--- src/rtl/cordic_iteration_controller.sv ---
// rtl/cordic_iteration_controller.sv - CORDIC load/step sequencer with hyperbolic repeat schedule
module cordic_iteration_controller #(
  parameter int         ITERATIONS      = 16,
  parameter int         REPEAT_A        = 4,
  parameter int         REPEAT_B        = 13,
  parameter logic [1:0] MODE_CIRCULAR   = 2'b00,
  parameter logic [1:0] MODE_LINEAR     = 2'b01,
  parameter logic [1:0] MODE_HYPERBOLIC = 2'b10
) (
  input  logic       clock,
  input  logic       reset,
  input  logic       start,
  input  logic [1:0] mode,
  input  logic       op,
  input  logic       y_sign,
  input  logic       z_sign,
  input  logic       hold,
  output logic       busy,
  output logic       load_en,
  output logic       step_en,
  output logic [4:0] shift_amount,
  output logic       sigma,
  output logic [1:0] mode_q,
  output logic       last_step,
  output logic       done,
  output logic       mode_err
);

  localparam logic [1:0] S_IDLE = 2'd0;
  localparam logic [1:0] S_LOAD = 2'd1;
  localparam logic [1:0] S_ITER = 2'd2;
  localparam logic [1:0] S_DONE = 2'd3;

  localparam logic [4:0] LAST_K = 5'(ITERATIONS - 1);
  localparam logic [4:0] RPT_A  = 5'(REPEAT_A);
  localparam logic [4:0] RPT_B  = 5'(REPEAT_B);

  logic [1:0] state_q, state_d;
  logic [4:0] cnt_q, cnt_d;
  logic [4:0] shift_q, shift_d;
  logic [1:0] mode_reg_q, mode_reg_d;
  logic       op_q, op_d;
  logic       err_q, err_d;
  logic       mode_valid;
  logic       in_iter;

  // Hyperbolic steps start at shift 1; every step at or past a repeat slot lags by one.
  function automatic logic [4:0] sched(input logic [1:0] m, input logic [4:0] k);
    logic [4:0] s;
    s = k;
    if (m == MODE_HYPERBOLIC) begin
      s = k + 5'd1;
      if (k >= RPT_A) s = s - 5'd1;
      if (k > RPT_B)  s = s - 5'd1;
    end
    return s;
  endfunction

  assign mode_valid = (mode == MODE_CIRCULAR) || (mode == MODE_LINEAR) ||
                      (mode == MODE_HYPERBOLIC);

  always_comb begin
    state_d    = state_q;
    cnt_d      = cnt_q;
    shift_d    = shift_q;
    mode_reg_d = mode_reg_q;
    op_d       = op_q;
    err_d      = 1'b0;
    case (state_q)
      S_IDLE: begin
        shift_d = 5'd0;
        if (start) begin
          if (mode_valid) begin
            mode_reg_d = mode;
            op_d       = op;
            state_d    = S_LOAD;
          end else begin
            err_d = 1'b1;
          end
        end
      end
      S_LOAD: begin
        cnt_d   = 5'd0;
        shift_d = sched(mode_reg_q, 5'd0);
        state_d = S_ITER;
      end
      S_ITER: begin
        if (!hold) begin
          if (cnt_q == LAST_K) begin
            cnt_d   = 5'd0;
            shift_d = 5'd0;
            state_d = S_DONE;
          end else begin
            cnt_d   = cnt_q + 5'd1;
            shift_d = sched(mode_reg_q, cnt_q + 5'd1);
          end
        end
      end
      S_DONE: begin
        shift_d = 5'd0;
        state_d = S_IDLE;
      end
      default: state_d = S_IDLE;
    endcase
  end

  always_ff @(posedge clock) begin
    if (reset) begin
      state_q    <= S_IDLE;
      cnt_q      <= 5'd0;
      shift_q    <= 5'd0;
      mode_reg_q <= 2'd0;
      op_q       <= 1'b0;
      err_q      <= 1'b0;
    end else begin
      state_q    <= state_d;
      cnt_q      <= cnt_d;
      shift_q    <= shift_d;
      mode_reg_q <= mode_reg_d;
      op_q       <= op_d;
      err_q      <= err_d;
    end
  end

  assign in_iter      = (state_q == S_ITER);
  assign busy         = (state_q != S_IDLE);
  assign load_en      = (state_q == S_LOAD);
  assign step_en      = in_iter && !hold;
  assign last_step    = step_en && (cnt_q == LAST_K);
  assign done         = (state_q == S_DONE);
  assign shift_amount = shift_q;
  assign mode_q       = mode_reg_q;
  assign mode_err     = err_q;
  // Direction follows the live sign bits, including during hold, so it is valid the moment hold drops.
  assign sigma        = in_iter && (op_q ? y_sign : !z_sign);

endmodule

--- config.mk ---
export PLATFORM = sky130hd
export DESIGN_NAME = cordic_iteration_controller
export DESIGN_NICKNAME = d
export VERILOG_FILES = /design/src/rtl/cordic_iteration_controller.sv
export SDC_FILE = /design/constraint.sdc
export NUM_CORES = 1
export LEC_CHECK = 0
export CAP_MARGIN = 20
export CORE_AREA = 2 2 69 71
export DETAILED_ROUTE_END_ITERATION = 8
export DIE_AREA = 0 0 71 73
export GPL_ROUTABILITY_DRIVEN = 0
export MAX_ROUTING_LAYER = met4
export PLACE_DENSITY = 0.56
export SYNTH_ARGS = -nofsm -noshare
export SYNTH_HDL_FRONTEND = slang
export SYNTH_SLANG_ARGS = --single-unit
--- constraint.sdc ---
create_clock -name clock -period 7.1 [get_ports clock]
set_input_delay 1.42 -clock clock [delete_from_list [all_inputs] [get_ports clock]]
set_output_delay 1.42 -clock clock [all_outputs]
set_load 0.02 [all_outputs]
==> metrics.md <==
| Metric | Value |
|---|---|
| Status | finished clean |
| Initial core utilization | around 29% |
| Fin Clk Skew | 0.00178 ns |
| IO buf count | 22 |
| CP most frequent cell | clkdlybuf4s50_1 |
| Slowest stage cell, crit path | clkdlybuf4s50_1 |
| Root Driver | clkbuf_8 |
| # hold bufs at CTS | 0 |
| Critical path class | in -> out |
| Avg Cell Area, Syn | ~8 um2 |
| Cell variety after synth | 50 |
| Final Cell Area | roughly 0.0016 mm2 |
| Gr busiest metal | met2 |
| Synth Flop Type | dfxtp_1 |
| Syn Nets | between 150 and 200 |
| Total Power | ~0.36 mW |
| Global-route wire length before repair | around 5.5 mm |
| CP required | roughly 5.7 ns |
| Crit path cell chain | clkdlybuf4s50_1, nor2b_1, and2_1, clkdlybuf4s50_1 |
| Post-DRT Antenna Nets | 0 |
| Max FO, Critical Path | 8 |
| Net count of the finished layout | just over 200 |
| Multi-input gate area | around 910 um2 |
| Starting DRC count in detailed routing | roughly 120 |
| Clk sinks | 16 |
| Leak | 0.569 nW |
| Number of cells upsized or downsized after cts | 0 |
| Avg WL per Cell | 13.6 um |
| Synth async-reset ratio | 0% |
| Synth area leaders | dfxtp_1, ha_1, nand2_1, nor2_1, a21oi_1 |
| Dpl hpwl | approximately 2.4 mm |
| Most frequent cell after synthesis | nand2_1 |
| Post-CTS Setup Bufs | 0 |
| GR Util All Layers | between 10% and 20% |
| Max Slew Vio Count | 0 |
| Met3 Resource Use GR | under 10% |
| # diodes | 0 |
| Die width | between 70 and 80 um |
| Largest net degree at the start of global routing | 17 |
| Setup TNS | 0 ns |
| Number of global-route vias before repair | between 1k and 1.5k |
| Area of the core | around 0.0045 mm2 |
| Final hold vios | 0 |
| Clock Tree Buf Depth | 2 |
| # DRC | 0 |
| Most frequent cells after synthesis | nand2_1, dfxtp_1, nor2_1, a21oi_1, ha_1 |
| Final Cycle Share | about three fifths |
| Worst-path clk slew | about 0.070 ns |
| Synth Cell Area | ~0.0013 mm2 |
| Pwr/cell area | around 230 mW/mm2 |
| Vias per cell | 5.33 |
| Hold Path Class | reg -> reg |
| Seq cells post-synth | 16 |
| Placed cell area | around 0.0016 mm2 |
| Slew HR | a little over half |
| Final worst-path setup slack | roughly 2.7 ns |
| Slew of the pin with the lowest slew margin | ~0.7 ns |
| Max incr delay on CP | 0.59 ns |
| Routed WL | between 3 and 4 mm |
| Cell row count | 25 |
| Met1 usage | between 10% and 20% |
| Total gr overflow | 0 |
| Met2 Use GR | a little over a fifth |
| I/O pins | 23 |
| Clock Latency Late Sink | approximately 0.25 ns |
| Startpoint Class | primary input |
| Post-Layout Cell Count | about 240 |
| Place WS | approximately 2.7 ns |
| CTS tree | done |
| RSZ-0062 raised after global routing | false |
| Footprint of the flip-flops and latches | roughly 320 um2 |
| CTS H-tree depth | 1 |
| Top cell type's share of synthesized area | around a quarter |
| Peak supply drop | ~190 uV |
| Total CTS buffers | 3 |
| Placed Cells | approximately 230 |
| Max Freq | 228 MHz |
| Worst Path Arrival | about 3.0 ns |
| Yosys warns | 0 |
| Crit path time final | 4.39 ns |
| Die ar. | 0.00518 mm2 |
| Post-synth EDFFs | 0 |
| Post-Syn Instances | approximately 170 |
| Initial antenna violation count | 0 |
| Drt pass-1 iters | 4 |
| Max cap viols | 0 |
| Via Count | around 1.3k |
| Layout area overhead | 20.2% |
| Largest area contributor in the netlist | dfxtp_1 |
| Die height | around 73 um |
| # fillers | 473 |
| Final setup violation count | 0 |
| Crit. End Element | primary output |
| Post-synthesis sequential area ratio | between 20% and 30% |
| Layout cells sized above 1 | about 7.7% |
## where the power goes
group / switching (mW) / internal (mW) / leakage [nW]
Clock: 0.0332 / 0.0492 / 0.0288
Sequential: 0.0137 / 0.101 / 0.130
Combinational: 0.0949 / 0.0717 / 0.411
## through the flow
| stage | hold slack (ns) | util, % |
|---|---|---|
| floorplan | 0.477 | - |
| global placement | 0.445 | 34.2 |
| detailed placement | 0.449 | 34.2 |
| CTS | 0.464 | 35.4 |
| global route | 0.503 | 35.4 |
| finish | 0.466 | 35.4 |
## critical path, delay by kind of cell
kind,cells,cell delay (ns)
buf+inv,2,1.12
simple gates,2,0.42
## routing by layer
metal  part of all wire, %  up-vias
met4                  0.74        0
met1                    48      592
li1                      -      632
met2                    47       37
met5                     0        -
met3                   4.8        2
## final timing paths
check                                     start              end  slack, ns  cells past startpoint
worst max-delay path                       hold        last_step       2.71                      4
worst min-delay path            shift_amount[3]  shift_amount[3]       0.47                      2
worst max register to register         cnt_q[0]  shift_amount[2]       3.42                     12
worst min register to register  shift_amount[3]  shift_amount[3]       0.47                      2
## state kept, by name, summed over array words and instances, names as in the netlist
signal and cells:
op_q 1, mode_err 1, state_q 2, cnt_q 5, shift_amount 5, mode_q 2
## kinds of logic after synthesis
kind of cell | Yosys count | synth area share, %
AOI/OAI and AO/OA | 40 | 21.2
muxes | 4 | 3.09
xor gates and xnor gates | 7 | 6.27
adders and majority gates | 10 | 9.35
buffers and inverters | 19 | 7.95
DFF | 16 | 23.9
and+or+nand+nor | 71 | 28.2
## placed cells by master, fill, tap and decap left out, types with 2 or more instances in the layout
cell	instances
nor2b_1	5
clkdlybuf4s50_1	22
nand2b_1	6
a22oi_1	3
a221o_1	2
xnor2_2	2
nand2_1	18
o31ai_1	3
and2_1	2
xnor2_1	4
nor2_1	15
clkbuf_8	4
a41oi_1	2
nand3_1	4
a31oi_1	2
a211oi_1	2
o41ai_1	2
a21oi_1	10
o21ai_0	6
mux2i_1	3
ha_1	10
or3_1	3
dfxtp_1	16
nor3_1	4
nor4_1	2
inv_1	9
## final cells by class
cell class	count	share of cell area, %
sequential	16	19.9
tap	54	4.20
clock buffer	4	3.42
inverter	9	2.10
timing repair buffer	22	13.7
multi-input combinational	132	56.7
Note: power is estimated with default switching activity, not from simulation.
